## config.mk

```make
export PLATFORM = sky130hd
export DESIGN_NAME = muldiv_unit
export DESIGN_NICKNAME = d
export VERILOG_FILES = /design/src/rtl/muldiv_unit.sv
export SDC_FILE = /design/constraint.sdc
export NUM_CORES = 1
export LEC_CHECK = 0
export ABC_AREA = 0
export BUFFER_PORTS_ARGS = -buffer_cell sky130_fd_sc_hd__buf_2
export CORE_MARGIN = 2
export CORE_UTILIZATION = 40
export DETAILED_ROUTE_END_ITERATION = 10
export MAX_ROUTING_LAYER = met4
export SYNTH_ARGS = -nofsm -noshare
export SYNTH_HDL_FRONTEND = slang
export SYNTH_SLANG_ARGS = --single-unit
```

## constraint.sdc

```tcl
create_clock -name clk -period 6.16 [get_ports clk]
set_input_delay 1.232 -clock clk [delete_from_list [all_inputs] [get_ports clk]]
set_output_delay 1.232 -clock clk [all_outputs]
set_load 0.02 [all_outputs]
```

## src/rtl/muldiv_unit.sv

```systemverilog
// RV32M multiply/divide unit: iterative, one bit per cycle, fixed latency.
// Divide datapath is built only when MULDIV_DIVIDE_EN is defined.
module muldiv_unit #(
  parameter int XLEN = 32
) (
  input  logic            clk,
  input  logic            rst,
  input  logic            start,
  input  logic [2:0]      funct3,
  input  logic [XLEN-1:0] rs1_val,
  input  logic [XLEN-1:0] rs2_val,
  input  logic [4:0]      rd_in,
  output logic            busy,
  output logic            done,
  output logic [XLEN-1:0] result,
  output logic [4:0]      rd_out,
  output logic            wb_en,
  output logic            illegal
);

  typedef enum logic [1:0] {
    S_IDLE,
    S_CALC,
    S_DONE
  } state_t;

  state_t state_q, state_d;

  logic [5:0]      cnt_q, cnt_d;
  logic [2:0]      op_q, op_d;
  logic            neg_a_q, neg_a_d;
  logic            neg_b_q, neg_b_d;
  logic            ill_q, ill_d;
  logic [XLEN-1:0] hi_q, hi_d;
  logic [XLEN-1:0] lo_q, lo_d;
  logic [XLEN-1:0] b_q, b_d;
  logic [XLEN-1:0] res_q, res_d;
  logic [4:0]      rd_lat_q, rd_lat_d;
  logic [4:0]      rd_out_q, rd_out_d;

  logic            a_sgn, b_sgn;
  logic            a_neg, b_neg;
  logic [XLEN-1:0] a_mag, b_mag;
  logic            div_bad;

  logic [XLEN:0]     mul_sum;
  logic [XLEN-1:0]   step_hi, step_lo;
  logic [2*XLEN-1:0] prod, prod_s;
  logic [XLEN-1:0]   res_fin;

`ifdef MULDIV_DIVIDE_EN
  logic [XLEN:0]   shl;
  logic            sub_ok;
  logic [XLEN-1:0] sub;
  logic            b_zero;
  logic [XLEN-1:0] quo_s, rem_s;

  assign div_bad = 1'b0;
`else
  assign div_bad = funct3[2];
`endif

  // Operands are reduced to magnitudes; signs are reapplied at the end.
  always_comb begin
    a_sgn = (funct3 == 3'b001) || (funct3 == 3'b010) ||
            (funct3 == 3'b100) || (funct3 == 3'b110);
    b_sgn = (funct3 == 3'b001) || (funct3 == 3'b100) ||
            (funct3 == 3'b110);
    a_neg = a_sgn & rs1_val[XLEN-1];
    b_neg = b_sgn & rs2_val[XLEN-1];
    a_mag = a_neg ? -rs1_val : rs1_val;
    b_mag = b_neg ? -rs2_val : rs2_val;
  end

  always_comb begin
    mul_sum = {1'b0, hi_q} + (lo_q[0] ? {1'b0, b_q} : '0);
    step_hi = mul_sum[XLEN:1];
    step_lo = {mul_sum[0], lo_q[XLEN-1:1]};
`ifdef MULDIV_DIVIDE_EN
    shl    = {hi_q, lo_q[XLEN-1]};
    sub_ok = shl >= {1'b0, b_q};
    sub    = shl[XLEN-1:0] - b_q;
    if (op_q[2]) begin
      step_hi = sub_ok ? sub : shl[XLEN-1:0];
      step_lo = {lo_q[XLEN-2:0], sub_ok};
    end
`endif
  end

  always_comb begin
    prod   = {step_hi, step_lo};
    prod_s = (neg_a_q ^ neg_b_q) ? -prod : prod;
`ifdef MULDIV_DIVIDE_EN
    // Divide by zero keeps the all-ones quotient and raw dividend.
    b_zero = (b_q == '0);
    quo_s  = ((neg_a_q ^ neg_b_q) && !b_zero) ? -step_lo : step_lo;
    rem_s  = neg_a_q ? -step_hi : step_hi;
`endif
    case (op_q)
      3'b000:                 res_fin = prod_s[XLEN-1:0];
      3'b001, 3'b010, 3'b011: res_fin = prod_s[2*XLEN-1:XLEN];
`ifdef MULDIV_DIVIDE_EN
      3'b100, 3'b101:         res_fin = quo_s;
      3'b110, 3'b111:         res_fin = rem_s;
`endif
      default:                res_fin = '0;
    endcase
  end

  always_ff @(posedge clk or posedge rst) begin
    if (rst) state_q <= S_IDLE;
    else     state_q <= state_d;
  end

  always_comb begin
    state_d = state_q;
    case (state_q)
      S_IDLE: if (start) state_d = S_CALC;
      S_CALC: if (ill_q || cnt_q == 6'd1) state_d = S_DONE;
      S_DONE: state_d = S_IDLE;
      default: state_d = S_IDLE;
    endcase
  end

  always_comb begin
    busy    = (state_q != S_IDLE);
    done    = (state_q == S_DONE);
    illegal = done & ill_q;
    wb_en   = done & (rd_out_q != 5'd0) & ~ill_q;
    result  = res_q;
    rd_out  = rd_out_q;
  end

  always_comb begin
    cnt_d    = cnt_q;
    op_d     = op_q;
    neg_a_d  = neg_a_q;
    neg_b_d  = neg_b_q;
    ill_d    = ill_q;
    hi_d     = hi_q;
    lo_d     = lo_q;
    b_d      = b_q;
    res_d    = res_q;
    rd_lat_d = rd_lat_q;
    rd_out_d = rd_out_q;
    case (state_q)
      S_IDLE: begin
        if (start) begin
          op_d     = funct3;
          neg_a_d  = a_neg;
          neg_b_d  = b_neg;
          ill_d    = div_bad;
          hi_d     = '0;
          lo_d     = a_mag;
          b_d      = b_mag;
          cnt_d    = 6'd32;
          rd_lat_d = rd_in;
        end
      end
      S_CALC: begin
        hi_d  = step_hi;
        lo_d  = step_lo;
        cnt_d = cnt_q - 6'd1;
        if (ill_q) begin
          res_d    = '0;
          rd_out_d = rd_lat_q;
        end else if (cnt_q == 6'd1) begin
          res_d    = res_fin;
          rd_out_d = rd_lat_q;
        end
      end
      default: ;
    endcase
  end

  always_ff @(posedge clk or posedge rst) begin
    if (rst) begin
      cnt_q    <= '0;
      op_q     <= '0;
      neg_a_q  <= 1'b0;
      neg_b_q  <= 1'b0;
      ill_q    <= 1'b0;
      hi_q     <= '0;
      lo_q     <= '0;
      b_q      <= '0;
      res_q    <= '0;
      rd_lat_q <= '0;
      rd_out_q <= '0;
    end else begin
      cnt_q    <= cnt_d;
      op_q     <= op_d;
      neg_a_q  <= neg_a_d;
      neg_b_q  <= neg_b_d;
      ill_q    <= ill_d;
      hi_q     <= hi_d;
      lo_q     <= lo_d;
      b_q      <= b_d;
      res_q    <= res_d;
      rd_lat_q <= rd_lat_d;
      rd_out_q <= rd_out_d;
    end
  end

endmodule

```

# Word-level counts from Yosys, hierarchy flattened
# Index checks and enable logic that the tools add are counted.
# word_totals
ff_bits,152
in_bits,75
output_inout_bits,41
elab_cells,71
# op_classes
add_sub_neg,5
n_eq_ne,12
mux,18
n_bitwise,7
n_reduce_logical,17
# op_table
operator,count
two-way mux 32 bit,7
case mux 32 bit (2 select lines),3
two-way mux 64 bit,1
negation 32 bit,2
negation 64 bit,1
adder 32 x 32 -> 33 bit,1
case mux 6 bit (2 select lines),1
two-way mux 5 bit,2
== test 3 x 2 -> 1 bit (second input constant),3
AND reduction 2 bit,4
== test 3 x 1 -> 1 bit (second input constant),2
== test 3 bit (second input constant),2
== test 6 x 1 -> 1 bit (second input constant),1
logical OR 1 bit,6
two-way mux 6 bit,1
nonzero test 2 bit,3
subtractor 6 x 1 -> 6 bit (second input constant),1
bitwise AND 1 bit,5
nonzero test 5 bit,1
two-way mux 2 bit,2
!= test 2 bit (second input constant),2
case mux 2 bit (2 select lines),1
logical NOT 3 bit,1
OR reduction 3 bit,1
other kinds (5),5

# Logic depth before layout (Yosys ltp)
# Gate-level depths: netlist of the first run.
# logic_depth
ltp_word,8
ltp_mapped,15
ltp_nobuf,14

# Worst setup path after synthesis of the first run
# No wires, ideal clock.
# synth_timing
path_kind,reg-to-reg
startpoint,reg lo_q[0]
endpoint,"reg res_q[26], in the netlist result[26]"
setup_time_ns,0.126
arrival_time_ns,3.640
required_time_ns,6.034
path_slack_ns,2.394
stages_incl_launch_ff,16
synth_period_minus_slack_ns,3.766
cell_sequence,dfrtp_1 -> clkbuf_1 -> and2_1 -> ha_1 -> fa_1 -> a21o_1 -> a21oi_1 -> xor2_1 -> o221a_2 -> o221ai_2 -> nor3b_4 -> nand4_4 -> o41ai_1 -> xor2_1 -> a221oi_1 -> nor2_1
# synth_via
elab_chain_len,7
# synth_lines
item,line,text
start: declaration,35,"logic [XLEN-1:0] lo_q, lo_d;"
start signal: assignment,196,lo_q <= lo_d;
two-way mux 32 bit *,76,"mul_sum = {1'b0, hi_q} + (lo_q[0] ? {1'b0, b_q} : '0);"
adder 32 x 32 -> 33 bit *,76,
negation 64 bit,92,prod_s = (neg_a_q ^ neg_b_q) ? -prod : prod;
two-way mux 64 bit *,92,
case mux 32 bit (2 select lines) *,99,case (op_q)
two-way mux 32 bit *,167,end else if (cnt_q == 6'd1) begin
two-way mux 32 bit *,164,if (ill_q) begin
end signal: assignment,198,res_q <= res_d;
end: declaration,37,"logic [XLEN-1:0] res_q, res_d;"
# Every way passes the cells marked *; elsewhere a longest branch is shown, timed or not. The select of a mux whose other input is x is not followed.
# A chain may end at the register's enable or synchronous reset.

# Worst setup path in the final report of the first run
# layout_timing
startpoint,reg lo_q[0]
endpoint,"reg res_q[29], in the netlist result[29]"
# The elaborated chain is that of the path after synthesis.

==> run_results.csv, run 1 <==
group,metric,value,unit
outcome,status,"finished, final reports clean",
power_and_ir_drop,p_switching,0.003263,W
grt,grt_first_pass_wirelength,51670,um
timing,period_needed,4.477,ns
hold_path,min_path_type,"reg2reg",
layout,stdcell_count,1769,
power_and_ir_drop,power_density,543.0,nW/um2
yosys,avgSynthCellArea,8.191,um2
layout,fill_cells,2648,
setup_path,max_stage_delay,0.65,ns
placed_design,dp_hpwl,23250,um
setup_path,regToRegSetupSlack,1.68,ns
yosys,synth-edff-count,0,
placed_design,placed_cell_area,11840,um2
yosys,synth_flop_cell,"dfrtp_1",
yosys,synthCells,1344,
floorplanning,die_w,169.9,um
grt,grt_max_degree,90,
setup_path,cp.arrival,4.83,ns
placed_design,io_buffers,115,
power_and_ir_drop,seqPwrFrac,0.270,
layout,regArea,3779,um2
setup_path,path_buf_inv,0,
yosys,synth-seq-cells,151,
route,via_per_inst,5.754,
hold_path,min_to,"rd_out[0]",
grt,antenna_found_initial,0,
timing,finalSetupTns,0,ns
setup_path,cp.depth,14,
clock_tree,tritoncts,"done",
floorplanning,fp.dieH,169.9,um
clock_tree,post_cts_resize_count,0,
timing,hold_viol,0,
route,wire_per_inst,17.89,um
timing,drv_slew,0,
job,maxCapViolCount,0,
floorplanning,num_rows,60,
clock_tree,htreeDepth,4,
setup_path,startpoint_type,"flop",
setup_path,cp_max_fo,33,
floorplanning,start_util,0.4084,
placed_design,dpl.cell_count,1737,
clock_tree,postCtsSetupBuffers,0,
yosys,yosys-top-cells-area,"dfrtp_1, o21ai_0, nand2_1, xor2_1, xnor2_1",
route,route.detailed.drc,0,
clock_tree,clk_pin_slew,0.08,ns
layout,stdcell_area,12500,um2
layout,syn_to_final_growth,13.55,%
hold_path,hold-path-cell-count,2,
placed_design,gp_congestion,0.9321,
setup_path,crit_chain,"and2_1, ha_1, fa_1, a21o_1, a21oi_1, xor2_1, o221a_2, o221ai_2, nor3b_4, nand4_2, nor3_4, a21oi_1, mux2_2, a21oi_1",
yosys,synth_warnings,0,
power_and_ir_drop,power.internal,0.003525,W
setup_path,reg2reg_depth,14,
layout,layout_common_cells,"nand2_1, o21ai_0, dfrtp_1",
layout,final_common_cell,"nand2_1",
timing,finalCritPeriodShare,0.7268,
yosys,synthArstFlopShare,1.000,
power_and_ir_drop,leakage,5.477,nW
clock_tree,cts_root_buf,"clkbuf_16",
grt,grt-ovfl-total,0,
setup_path,crit_type,"reg2reg",
route,drt_iter0_drc,771,
layout,insertedDiodeCount,0,
floorplanning,top_level_ports,116,
power_and_ir_drop,p_comb_frac,0.555,
setup_path,required,6.52,ns
grt,grt_usage,0.2326,
floorplanning,core-area,26950,um2
route,routed_wl,31640,um
layout,nNetsFinal,1528,
floorplanning,dieArea,28860,um2
power_and_ir_drop,irDropWorstVdd,0.0002630,V
yosys,ys_seq_area_frac,0.3433,
setup_path,crit_path_end_kind,"flop",
clock_tree,cts.sinks,151,
grt,grt_pass1_vias,9851,
timing,fmax,223.4,MHz
timing,whs,0.4694,ns
power_and_ir_drop,switching_share,0.4807,
route,drt_first_pass_iters,5,
route,routed-via-count,10180,
clock_tree,hold_buffers,0,
yosys,syn_area,11010,um2
timing,setup_violations,0,
yosys,synthDistinctLibCells,84,
hold_path,min_from,"rd_lat_q[0]",
clock_tree,cts-buffers-inserted,17,
route,ant_nets,0,
timing,timing.slew.headroom,0.1279,
setup_path,r2r_start,"lo_q[0]",
clock_tree,cts_buffer_depth,2,
power_and_ir_drop,power_frac_clock,0.175,
setup_path,cp_top_family,"simple AND/OR/NAND/NOR gates",
timing,finClkSkew,0.01357,ns
clock_tree,clk_latency,0.44,ns
layout,multi_input_area,6885,um2
setup_path,crit_path_frequent_cell,"a21oi_1",
yosys,yosysTopAreaCell,"dfrtp_1",
timing,rsz0062_at_grt,"false",
timing,max_slew.worst_pin.slew,1.305,ns
yosys,synth_nets,1457,
yosys,yosysTopAreaCellShare,0.3433,
layout,final_layout_size_suffix_gt1_frac,0.1394,
setup_path,r2r_end,"result[29]",
setup_path,slowest_stage,"dfrtp_1",
-- logic make-up after synthesis --
family                   Yosys count  synth area share
AO/OA/AOI/OAI                    406            0.2378
AND/OR/NAND/NOR                  514            0.2285
flip-flops                       151            0.3433
multiplexers                       9          0.008525
XOR/XNOR                         130            0.1041
buffers and inverters             96           0.03398
adder cells (fa/ha/maj)           38           0.04387
-- power by group through the flow --
stage,Clock [W],Sequential [W],Combinational (W)
6_report,0.00119,0.00183,0.00377
5_1_grt,0.00126,0.00190,0.00419
4_1_cts,0.00121,0.00184,0.00376
3_5_place_dp,0,0.00186,0.00374
3_3_place_gp,0,0.00185,0.00370
2_1_floorplan,0,0.00180,0.00276
-- final cells by class --
| class | count | area share |
|---|---|---|
| sequential | 151 | 0.3023 |
| clock buffer | 17 | 0.03403 |
| multi-input combinational | 1097 | 0.5509 |
| timing repair buffer | 128 | 0.05385 |
| tap | 341 | 0.03413 |
| clock inverter | 15 | 0.01842 |
| inverter | 20 | 0.006406 |
-- worst min-delay path, stage by stage, from the launching register on --
cell	delay, ns
dfrtp_1	0.35
nand2_1	0.05
nand2_1	0.05
-- Yosys cell counts, types with 23 or more instances --
cell / n
ha_1: 37
xor2_1: 69
dfrtp_1: 151
nor2_1: 85
clkbuf_1: 69
nand3_1: 56
o21ai_0: 160
nor3_1: 23
a22oi_1: 33
a21oi_1: 70
nand2_1: 203
xnor2_1: 60
and2_1: 45
-- per-layer routing --
metal | up-vias | wire length [um] | global-route usage
met4 | 0 | 660 | 0.07767
met3 | 48 | 1231 | 0.03767
met5 | - | 0 | -
met1 | 4928 | 14410 | 0.2947
met2 | 218 | 15340 | 0.3803
li1 | 4984 | - | -
-- how the worst max path moves through the flow --
stage	end	start	slack (ns)
6_report	result[29]	lo_q[0]	1.68
3_3_place_gp	result[29]	lo_q[0]	1.80
2_1_floorplan	b_q[0]	rst	0.86
4_1_cts	result[29]	lo_q[0]	1.65
3_5_place_dp	result[29]	lo_q[0]	1.69
5_1_grt	result[26]	lo_q[0]	1.24
-- sequential cells by signal, indices dropped and copies added, names as in the netlist --
register and flops:
result 32, state_q 2, lo_q 32, neg_a_q 1
rd_lat_q 5, cnt_q 6, b_q 32, neg_b_q 1
rd_out 5, hi_q 32, op_q 3
-- stage by stage --
| stage | setup WS [ns] | utilization | total power [W] |
|---|---|---|---|
| 6_report | 1.683 | 0.4638 | 0.006787 |
| 5_1_grt | 1.237 | 0.4638 | 0.007339 |
| 4_1_cts | 1.652 | 0.4638 | 0.006806 |
| 3_5_place_dp | 1.688 | 0.4395 | 0.005592 |
| 3_3_place_gp | 1.803 | 0.4395 | 0.005544 |
| 2_1_floorplan | 0.8633 | - | 0.004564 |
No activity file was read; power rests on OpenSTA's default activity.
==> run 2, diff against run 1 <==
- clock period: 6.16 -> 4.1 ns (I/O delays scaled with it)
==> run_results.csv, run 2 (same netlist as run 1, synthesis figures left out) <==
group,metric,value,unit
setup_path,path_buf_inv,1,
setup_path,max_stage_delay,0.45,ns
timing,finalSetupTns,0,ns
timing,whs,0.3589,ns
grt,grt_max_degree,84,
setup_path,reg2reg_depth,15,
setup_path,cp_top_family,"compound AO/OA/AOI/OAI gates",
setup_path,crit_start,"lo_q[0]",
timing,finalCritPeriodShare,0.9456,
floorplanning,start_util,0.4084,
power_and_ir_drop,leakage,5.596,nW
setup_path,startpoint_type,"flop",
timing,fin_ws,0.2231,ns
grt,grt-ovfl-total,0,
hold_path,min_path_type,"in2async",
route,wire_per_inst,17.73,um
layout,final_layout_size_suffix_gt1_frac,0.1669,
floorplanning,fp.dieH,169.9,um
clock_tree,cts.sinks,151,
outcome,status,"finished, final reports clean",
grt,grt_first_pass_wirelength,51880,um
layout,nNetsFinal,1556,
route,ant_nets,0,
timing,setup_violations,0,
layout,insertedDiodeCount,0,
setup_path,crit_path_end_kind,"flop",
floorplanning,top_level_ports,116,
setup_path,cp.arrival,4.20,ns
job,maxCapViolCount,0,
clock_tree,cts_root_buf,"clkbuf_16",
placed_design,post-place-ws,0.06939,ns
power_and_ir_drop,irDropWorstVdd,0.0003934,V
floorplanning,core-area,26950,um2
clock_tree,cts-buffers-inserted,17,
floorplanning,num_rows,60,
setup_path,crit_path_frequent_cell,"a21oi_2",
route,drt_iter0_drc,682,
route,drt_first_pass_iters,5,
power_and_ir_drop,power_density,801.0,nW/um2
placed_design,gp_congestion,0.9349,
grt,grt_pass1_vias,9989,
clock_tree,hold_buffers,0,
route,via_per_inst,5.705,
placed_design,dp_hpwl,23830,um
layout,layout_common_cells,"nand2_1, o21ai_0, dfrtp_1",
setup_path,r2r_start,"lo_q[0]",
grt,antenna_found_initial,0,
layout,syn_to_final_growth,16.07,%
setup_path,crit_type,"reg2reg",
timing,drv_slew,0,
timing,hold_viol,0,
clock_tree,htreeDepth,4,
timing,max_slew.worst_pin.slew,0.8552,ns
setup_path,cp_max_fo,8,
clock_tree,tritoncts,"done",
clock_tree,clk_pin_slew,0.08,ns
floorplanning,die_w,169.9,um
setup_path,regToRegSetupSlack,0.22,ns
setup_path,cp.depth,15,
timing,finClkSkew,0.01283,ns
grt,grt_usage,0.2328,
setup_path,required,4.42,ns
setup_path,slowest_stage,"a2111o_1",
route,route.detailed.drc,0,
setup_path,r2r_end,"result[28]",
layout,final_common_cell,"nand2_1",
timing,fmax,257.9,MHz
layout,utilization,0.4741,
route,routed-via-count,10250,
timing,timing.slew.headroom,0.4299,
clock_tree,cts_buffer_depth,2,
setup_path,crit_chain,"and2_1, ha_1, fa_1, a21oi_2, o21ai_1, a2111o_1, a21oi_2, o221ai_2, nor3b_4, buf_4, nand4_4, o41ai_2, xnor2_1, a221oi_1, nor2_1",
placed_design,io_buffers,115,
clock_tree,clk_latency,0.44,ns
floorplanning,dieArea,28860,um2
route,routed_wl,31860,um
timing,period_needed,3.877,ns
run 2: changes by cell type in the layout (fill, tap and decap cells not counted), moves of 2 or more:
cell,before,now
a21oi_1,70,67
a21oi_2,2,5
buf_12,0,3
buf_4,13,38
bufinv_16,4,0
clkinv_8,1,3
clkinvlp_4,1,4
o21ai_0,160,158
run 2: how the worst max path moves through the flow:
| stage | to | slack [ns] |
|---|---|---|
| global placement | result[26] | 0.09 |
| CTS | result[26] | 0.05 |
| global route | result[28] | -0.04 |
| detailed placement | result[26] | 0.07 |
| finish | result[28] | 0.22 |
| floorplan | result[26] | 0.33 |
run 2: final cells by class:
class / instances / area, um2
fill: 2660 / 14170
timing repair buffer: 156 / 920.9
clock inverter: 15 / 157.7
clock buffer: 17 / 425.4
tap: 341 / 426.7
inverter: 20 / 78.83
multi-input combinational: 1097 / 6989
sequential: 151 / 3779
run 2: metrics by stage:
step	instance area, um2	power [W]	std cells
after floorplan	11010	0.006857	1344
after global placement	12070	0.008505	1762
after detailed placement	12070	0.008572	1762
after CTS	12650	0.01017	1794
after global routing	12780	0.01107	1797
final	12780	0.01023	1797
run 2: what timing repair did:
| item | in CTS | in global routing |
|---|---|---|
| setup buffers | 0 | 3 |
| resized for setup | 0 | 22 |
| setup endpoints to repair | 0 | 16 |
| endpoints found under the hold margin | 0 | 0 |
run 2: metal layers:
layer	wire, um	GRT usage	vias up
li1	-	-	5047
met1	14330	0.2984	4934
met2	15150	0.3757	226
met3	1426	0.03419	45
met4	949	0.08510	0
met5	0	-	-
run 2: power by group:
part | internal [W] | total, W | switching, W
registers | 0.00214 | 0.00272 | 0.000583
logic | 0.00229 | 0.00594 | 0.00365
clock network | 0.000814 | 0.00157 | 0.000760
run 2: worst reg2reg max path, cell delays in order (launching register included):
cell	delay [ns]
dfrtp_1	0.40
and2_1	0.17
ha_1	0.20
fa_1	0.41
a21oi_2	0.22
o21ai_1	0.12
a2111o_1	0.45
a21oi_2	0.19
o221ai_2	0.17
nor3b_4	0.21
buf_4	0.18
nand4_4	0.17
o41ai_2	0.38
xnor2_1	0.11
a221oi_1	0.30
nor2_1	0.08
